===== src/rtl/hazard_unit_if.sv =====
// Signal bundle between the pipeline datapath and the hazard unit.
// The pipeline side uses the master modport; the hazard unit uses the slave modport.
interface hazard_unit_if;
  logic        ihit;
  logic        dhit;
  logic [4:0]  id_rs;
  logic [4:0]  id_rt;
  logic [4:0]  ex_writeReg;
  logic        ex_dmemREN;
  logic        mem_dmemREN;
  logic        mem_dmemWEN;
  logic        ex_branch_taken;
  logic        pc_en;
  logic        ifid_en;
  logic        idex_en;
  logic        exmem_en;
  logic        memwb_en;
  logic        ifid_flush;
  logic        idex_flush;
  logic [1:0]  state;
  logic [15:0] stall_cnt;
  logic [15:0] flush_cnt;

  modport master (
    output ihit, dhit, id_rs, id_rt, ex_writeReg, ex_dmemREN,
           mem_dmemREN, mem_dmemWEN, ex_branch_taken,
    input  pc_en, ifid_en, idex_en, exmem_en, memwb_en,
           ifid_flush, idex_flush, state, stall_cnt, flush_cnt
  );

  modport slave (
    input  ihit, dhit, id_rs, id_rt, ex_writeReg, ex_dmemREN,
           mem_dmemREN, mem_dmemWEN, ex_branch_taken,
    output pc_en, ifid_en, idex_en, exmem_en, memwb_en,
           ifid_flush, idex_flush, state, stall_cnt, flush_cnt
  );
endinterface


===== src/rtl/hazard_unit.sv =====
// Pipeline hazard unit: memory-wait freeze, branch flush, load-use stall and
// fetch-miss bubble, with stall/flush performance counters.
module hazard_unit (
  input  logic         CLK,
  input  logic         RST,
  hazard_unit_if.slave bus
);

  typedef enum logic [1:0] {
    RUN    = 2'd0,
    DWAIT  = 2'd1,
    BFLUSH = 2'd2
  } state_t;

  state_t      state_reg;
  state_t      state_next;
  logic        mem_wait;
  logic        load_use;
  logic        branch_flush;
  logic        pc_en;
  logic        ifid_en;
  logic        idex_en;
  logic        exmem_en;
  logic        memwb_en;
  logic        ifid_flush;
  logic        idex_flush;
  logic [1:0]  cnt_inc;
  logic [15:0] cnt_reg [2];

  assign mem_wait = (bus.mem_dmemREN | bus.mem_dmemWEN) & ~bus.dhit;
  assign load_use = bus.ex_dmemREN && (bus.ex_writeReg != 5'd0) &&
                    ((bus.ex_writeReg == bus.id_rs) || (bus.ex_writeReg == bus.id_rt));

  always_ff @(posedge CLK) begin
    if (RST) begin
      state_reg <= RUN;
    end else begin
      state_reg <= state_next;
    end
  end

  // Outputs depend only on inputs; DWAIT/BFLUSH fall back to the RUN rules
  // once their condition clears, so the state only steers the next state.
  always_comb begin
    state_next   = RUN;
    pc_en        = 1'b1;
    ifid_en      = 1'b1;
    idex_en      = 1'b1;
    exmem_en     = 1'b1;
    memwb_en     = 1'b1;
    ifid_flush   = 1'b0;
    idex_flush   = 1'b0;
    branch_flush = 1'b0;
    if (RST) begin
      pc_en      = 1'b0;
      ifid_en    = 1'b0;
      idex_en    = 1'b0;
      exmem_en   = 1'b0;
      memwb_en   = 1'b0;
      ifid_flush = 1'b1;
      idex_flush = 1'b1;
    end else if (mem_wait) begin
      // Freezing EX also defers any taken branch until the dhit cycle.
      pc_en      = 1'b0;
      ifid_en    = 1'b0;
      idex_en    = 1'b0;
      exmem_en   = 1'b0;
      memwb_en   = 1'b0;
      state_next = DWAIT;
    end else if (bus.ex_branch_taken) begin
      ifid_flush   = 1'b1;
      idex_flush   = 1'b1;
      branch_flush = 1'b1;
      state_next   = BFLUSH;
    end else if (load_use) begin
      pc_en      = 1'b0;
      ifid_en    = 1'b0;
      idex_flush = 1'b1;
    end else if (!bus.ihit) begin
      pc_en      = 1'b0;
      ifid_flush = 1'b1;
    end
  end

  assign cnt_inc[0] = ~pc_en & ~RST;
  assign cnt_inc[1] = branch_flush;

  generate
    for (genvar gi = 0; gi < 2; gi++) begin : g_cnt
      always_ff @(posedge CLK) begin
        if (RST) begin
          cnt_reg[gi] <= 16'd0;
        end else if (cnt_inc[gi] && (cnt_reg[gi] != 16'hFFFF)) begin
          cnt_reg[gi] <= cnt_reg[gi] + 16'd1;
        end
      end
    end
  endgenerate

  assign bus.pc_en      = pc_en;
  assign bus.ifid_en    = ifid_en;
  assign bus.idex_en    = idex_en;
  assign bus.exmem_en   = exmem_en;
  assign bus.memwb_en   = memwb_en;
  assign bus.ifid_flush = ifid_flush;
  assign bus.idex_flush = idex_flush;
  assign bus.state      = state_reg;
  assign bus.stall_cnt  = cnt_reg[0];
  assign bus.flush_cnt  = cnt_reg[1];

endmodule


===== src/flat_wrapper.sv =====
// flat-port wrapper written by rule: the top's interface ports become plain ports
module hazard_unit_flat 
  (CLK, RST, bus_ihit, bus_dhit, bus_id_rs, bus_id_rt, bus_ex_writeReg, bus_ex_dmemREN, bus_mem_dmemREN, bus_mem_dmemWEN, bus_ex_branch_taken, bus_pc_en, bus_ifid_en, bus_idex_en, bus_exmem_en, bus_memwb_en, bus_ifid_flush, bus_idex_flush, bus_state, bus_stall_cnt, bus_flush_cnt);
  hazard_unit_if bus_i ();
  input  logic CLK;
  input  logic RST;
  input wire logic [$bits(bus_i.ihit)-1:0] bus_ihit;
  input wire logic [$bits(bus_i.dhit)-1:0] bus_dhit;
  input wire logic [$bits(bus_i.id_rs)-1:0] bus_id_rs;
  input wire logic [$bits(bus_i.id_rt)-1:0] bus_id_rt;
  input wire logic [$bits(bus_i.ex_writeReg)-1:0] bus_ex_writeReg;
  input wire logic [$bits(bus_i.ex_dmemREN)-1:0] bus_ex_dmemREN;
  input wire logic [$bits(bus_i.mem_dmemREN)-1:0] bus_mem_dmemREN;
  input wire logic [$bits(bus_i.mem_dmemWEN)-1:0] bus_mem_dmemWEN;
  input wire logic [$bits(bus_i.ex_branch_taken)-1:0] bus_ex_branch_taken;
  output wire logic [$bits(bus_i.pc_en)-1:0] bus_pc_en;
  output wire logic [$bits(bus_i.ifid_en)-1:0] bus_ifid_en;
  output wire logic [$bits(bus_i.idex_en)-1:0] bus_idex_en;
  output wire logic [$bits(bus_i.exmem_en)-1:0] bus_exmem_en;
  output wire logic [$bits(bus_i.memwb_en)-1:0] bus_memwb_en;
  output wire logic [$bits(bus_i.ifid_flush)-1:0] bus_ifid_flush;
  output wire logic [$bits(bus_i.idex_flush)-1:0] bus_idex_flush;
  output wire logic [$bits(bus_i.state)-1:0] bus_state;
  output wire logic [$bits(bus_i.stall_cnt)-1:0] bus_stall_cnt;
  output wire logic [$bits(bus_i.flush_cnt)-1:0] bus_flush_cnt;
  assign bus_i.ihit = bus_ihit;
  assign bus_i.dhit = bus_dhit;
  assign bus_i.id_rs = bus_id_rs;
  assign bus_i.id_rt = bus_id_rt;
  assign bus_i.ex_writeReg = bus_ex_writeReg;
  assign bus_i.ex_dmemREN = bus_ex_dmemREN;
  assign bus_i.mem_dmemREN = bus_mem_dmemREN;
  assign bus_i.mem_dmemWEN = bus_mem_dmemWEN;
  assign bus_i.ex_branch_taken = bus_ex_branch_taken;
  assign bus_pc_en = bus_i.pc_en;
  assign bus_ifid_en = bus_i.ifid_en;
  assign bus_idex_en = bus_i.idex_en;
  assign bus_exmem_en = bus_i.exmem_en;
  assign bus_memwb_en = bus_i.memwb_en;
  assign bus_ifid_flush = bus_i.ifid_flush;
  assign bus_idex_flush = bus_i.idex_flush;
  assign bus_state = bus_i.state;
  assign bus_stall_cnt = bus_i.stall_cnt;
  assign bus_flush_cnt = bus_i.flush_cnt;
  hazard_unit u_core (.CLK(CLK), .RST(RST), .bus(bus_i));
endmodule

===== config.mk =====
export PLATFORM = sky130hd
export DESIGN_NAME = hazard_unit_flat
export DESIGN_NICKNAME = d
export VERILOG_FILES = /design/src/rtl/hazard_unit_if.sv /design/src/rtl/hazard_unit.sv /design/src/flat_wrapper.sv
export SDC_FILE = /design/constraint.sdc
export NUM_CORES = 1
export LEC_CHECK = 0
export CORE_AREA = 2 2 66 114
export CTS_CLUSTER_DIAMETER = 100
export DETAILED_ROUTE_END_ITERATION = 8
export DIE_AREA = 0 0 68 116
export SYNTH_ARGS = -nofsm -noshare
export SYNTH_HDL_FRONTEND = slang
export SYNTH_SLANG_ARGS = --single-unit

===== constraint.sdc =====
create_clock -name CLK -period 2.85 [get_ports CLK]
set_input_delay 0.57 -clock CLK [delete_from_list [all_inputs] [get_ports CLK]]
set_output_delay 0.57 -clock CLK [all_outputs]
set_load 0.005 [all_outputs]

## Yosys cells after proc, flatten, opt, wreduce, memory -nomap -nowiden

Memories as Yosys holds them, arrays and structs flattened.
Index checks and enable logic that the tools add are counted.

| cells by class | value |
|---|---|
| $add $sub $neg | 2 |
| equality and inequality tests | 4 |
| mux-type cells | 35 |
| bitwise logic cells | 8 |
| reduce and logical (&&, ||, !) cells | 7 |

Operators with widths:

| operator | number |
|---|---|
| $add 16x1->16 const B | 2 |
| $mux 1 | 32 |
| $mux 16 | 2 |
| $ne 16x16->1 const B | 2 |
| $eq 5x5->1 | 2 |
| $reduce_bool 5->1 | 1 |
| $logic_and 1x1->1 | 4 |
| $not 1->1 | 3 |
| $or 1x1->1 | 3 |
| $and 1x1->1 | 2 |
| $mux 2 | 1 |
| $reduce_or 2->1 | 1 |
| $logic_or 1x1->1 | 1 |

| word-level totals | value |
|---|---|
| register bits | 2 |
| bits in writable memories | 32 |
| logic and storage cells | 59 |
| memories | 1 |

Memories:

| name | depth | width | rd ports | clocked after Yosys merged registers in | write ports | line | RTL |
|---|---|---|---|---|---|---|---|
| u_core.cnt_reg | 2 | 16 | 2 | 0 | 2 | hazard_unit.sv:28 | `logic [15:0] cnt_reg [2];` |

## Depth between registers and ports, before layout

| logic depth | value |
|---|---|
| word-level depth | 14 |
| depth in mapped cells | 6 |
| gate-level depth less buffers | 5 |

## Worst setup path before layout

No wires, ideal clock.

| timing path | value |
|---|---|
| path kind | input to register |
| start point | input port bus_ex_writeReg[4] |
| end point | memory u_core.cnt_reg[0][0] (enable) |
| setup time | 399 ps |
| data arrival time | 2015 ps |
| data required time | 2451 ps |
| path slack | 436 ps |
| cell stages on the path | 5 |
| buffers on the path | 0 |
| cells stage by stage | xnor2_1 -> nand3_1 -> o22ai_1 -> nand2_1 -> a31oi_1 |

RTL lines:

| item | line | RTL |
|---|---|---|
| start, declared | flat_wrapper.sv:11 | `input wire logic [$bits(bus_i.ex_writeReg)-1:0] bus_ex_writeReg;` |
| end, declared | hazard_unit.sv:28 |  |

## Worst setup path in the final report

| timing path | value |
|---|---|
| start point | input port bus_id_rt[0] |
| end point | output port bus_ifid_flush |

| between the ends | value |
|---|---|
| word-level cells in the longest chain between the ends | 7 |

Ends and longest elaborated chain:

| item | line | RTL |
|---|---|---|
| start, declared | flat_wrapper.sv:10 | `input wire logic [$bits(bus_i.id_rt)-1:0] bus_id_rt;` |
| $eq 5x5->1 | hazard_unit.sv:32 | `((bus.ex_writeReg == bus.id_rs) \|\| (bus.ex_writeReg == bus.id_rt));` |
| $logic_or 1x1->1 | hazard_unit.sv:32 |  |
| $logic_and 1x1->1 | hazard_unit.sv:31 | `assign load_use = bus.ex_dmemREN && (bus.ex_writeReg != 5'd0) &&` |
| $mux 1 | hazard_unit.sv:75 | `end else if (load_use) begin` |
| $mux 1 | hazard_unit.sv:70 | `end else if (bus.ex_branch_taken) begin` |
| $mux 1 | hazard_unit.sv:62 | `end else if (mem_wait) begin` |
| $mux 1 | hazard_unit.sv:54 | `if (RST) begin` |
| end, declared | flat_wrapper.sv:21 | `output wire logic [$bits(bus_i.ifid_flush)-1:0] bus_ifid_flush;` |

No other way between the ends.

==> impl_metrics.tcl <==
set metrics [dict create \
    num-nets-final 295 \
    dr.pass1.iters 4 \
    hp-class "reg -> reg" \
    via_per_inst 4.808 \
    ios 64 \
    cp_max_fo 5 \
    die_w_um 68 \
    wirelength_um 5111 \
    clock_latency_ns 0.27 \
    cts_sinks 34 \
    wl_per_cell_um 14.40 \
    worst_clock_skew_ns 0.004993 \
    ant_nets 0 \
    fmax_mhz 356.4 \
    via_count 1707 \
    switching_share_pct 22.57 \
    power.switching_uw 342.6 \
    power_frac_comb_pct 17.5 \
    cts_root_buf "clkbuf_16" \
    critPathKind "in -> out" \
    cts_tree "built" \
    initial_core_util_pct 29.26 \
    crit_path_start_kind "input pin" \
    ir_drop_uv 398.5 \
    synth-seq-area-share_pct 49.54 \
    grt_antenna_before_repair 0 \
    cp.arrival_ns 2.24 \
    hold_violations 0 \
    power.density_nw_per_um2 502.0 \
    synth.area.top_cells "edfxtp_1, xnor2_1, xor2_1, nor2_1, nand3_1" \
    outcome "completed" \
    p_total_uw 1518 \
    layout.cells.non_filler 355 \
    drc 0 \
    clkTransAtPathRegs_ns 0.05 \
    finalSetupViolCount 0 \
    dieArea_um2 7888 \
    cts.htree.levels 2 \
    grtUsageTotal_pct 13.99 \
    fp.dieH_um 116 \
    min_period_ns 2.806 \
    grt_first_pass_wirelength_um 8321 \
    endpoint_kind "primary output" \
    grt_overflow 0 \
    synth_top_area_cell "edfxtp_1" \
    hpwl_um 3848 \
    syn-num-nets 215 \
    core_area_um2 6907 \
    largest_register_ffs 32 \
    row_count 40 \
    drt_iter0_drc 44 \
    layout_commonest_cell "clkdlybuf4s50_1" \
    slew_headroom_pct 70.64 \
    period_share_pct 98.46 \
    place_congestion 0.7338 \
    synth-seq-cells 34 \
    syn_area_um2 2021 \
    syn_inst 190 \
    ys_warn_count 0 \
    synth_cell_type_count 36 \
    intPower_uw 1175 \
    cts_made_buffers 5 \
    yosys.area.top_type_share_pct 47.55 \
    fillers 688 \
    area_growth_pct 49.66 \
    portBuffers 63 \
    dp_cells 345 \
    ctsHoldBuffers 0 \
    drive_above_1_share_pct 13.28 \
    p_clk_share_pct 39.4 \
    postSynthAreaPerCell_um2 10.64 \
    required_ns 2.28 \
    pwr-share-seq_pct 43.1 \
    fin_tns_setup_ns 0 \
    tightest_slew_ns 0.4399 \
    antenna_cells 0 \
    grt_max_degree 17 \
    slew_violations 0 \
    p_leak_uw 0.001067 \
    cts_buffer_depth 2 \
    final_cell_mix "clkdlybuf4s50_1, edfxtp_1, nor2_1" \
    grt_pass1_vias 1742 \
    maxCapViolCount 0 \
]
## worst max-delay path, stage by stage
cell and delay [ns]:
clkdlybuf4s50_1 0.50, xnor2_2 0.11, nand3_1 0.11, o22ai_2 0.21, nand2_2 0.12, a221o_1 0.34
dlygate4sd2_1 0.28
## synthesized netlist by cell type
| library cell | number |
|---|---|
| edfxtp_1 | 32 |
| nor2_1 | 27 |
| xnor2_1 | 21 |
| xor2_1 | 17 |
| nand2_1 | 15 |
| nand3_1 | 14 |
| a211oi_1 | 8 |
| a21oi_1 | 8 |
| inv_1 | 5 |
| nand4_1 | 5 |
| and3_1 | 3 |
| and4_1 | 3 |
| nor3_1 | 3 |
| a31o_2 | 2 |
| and3_2 | 2 |
| buf_4 | 2 |
| dfxtp_1 | 2 |
| ha_1 | 2 |
| o21a_1 | 2 |
| a211oi_2 | 1 |
| a221o_1 | 1 |
| a31oi_1 | 1 |
| and4_4 | 1 |
| buf_2 | 1 |
| clkbuf_8 | 1 |
| dlygate4sd1_1 | 1 |
| nand2b_1 | 1 |
| nand4_4 | 1 |
| nor2_2 | 1 |
| nor3b_2 | 1 |
| o21ai_0 | 1 |
| o21ba_2 | 1 |
| o21bai_1 | 1 |
| o22ai_1 | 1 |
| or4_1 | 1 |
| or4_4 | 1 |
## metrics by stage
| stage | area [um2] | hold slack [ns] | setup slack [ns] | util (%) |
|---|---|---|---|---|
| floorplan | 2021 | 0.6173 | 0.4360 | - |
| global route | 3024 | 0.6959 | -0.01390 | 43.79 |
| global placement | 2830 | 0.6365 | -0.2711 | 40.98 |
| CTS | 2993 | 0.6496 | 0.03647 | 43.33 |
| detailed placement | 2830 | 0.6333 | -0.2812 | 40.98 |
| finish | 3024 | 0.6498 | 0.04379 | 43.79 |
## power by group through the flow
stage | registers (uW) | logic (uW) | clock network (uW)
2_1_floorplan | 657 | 97.1 | 0
3_3_place_gp | 665 | 264 | 0
5_1_grt | 664 | 290 | 637
6_report | 655 | 265 | 598
4_1_cts | 656 | 265 | 613
3_5_place_dp | 665 | 266 | 0
## worst paths after layout
check	startpoint	end	slack, ns	cells after the start
setup / recovery	bus_id_rt[0]	bus_ifid_flush	0.04	7
hold / removal	u_core.cnt_reg[1][12]	u_core.cnt_reg[1][12]	0.65	2
setup reg to reg	u_core.cnt_reg[1][0]	u_core.cnt_reg[1][4]	0.66	6
hold reg to reg	u_core.cnt_reg[1][12]	u_core.cnt_reg[1][12]	0.65	2
## layout make-up
class                      instances  area, um2  area share [%]
multi-input combinational        146      980.9           32.44
clock buffer                       7      132.6           4.386
inverter                           5      18.77          0.6206
clock inverter                     1      30.03          0.9930
sequential                        34       1001           33.10
tap                               84      105.1           3.475
timing repair buffer              78      755.7           24.99
## routing by layer
layer | global-route usage (%) | vias up | share of wire [%] | wire (um)
met5 | 0 | - | 0 | 0
met4 | 5.200 | 0 | 1.6 | 81
met3 | 2.621 | 7 | 3.4 | 174
met2 | 25.70 | 40 | 55 | 2818
met1 | 15.36 | 808 | 40 | 2037
li1 | - | 852 | - | -
## what timing repair did
action                                  CTS  global route
gates cloned                              0             0
pin swaps                                 4             4
setup buffers                             0             2
endpoints found under the setup margin    4             1
resized for setup                         9             4
endpoints found under the hold margin     0             0
## cells by family after synthesis
logic type / synth area share, %
AO/OA/AOI/OAI: 9.412
XOR/XNOR: 16.47
adder cells (fa/ha/maj): 1.238
buffers and inverters: 3.034
flip-flops: 49.54
AND/OR/NAND/NOR: 20.31
Note: power is estimated with default switching activity, not from simulation.
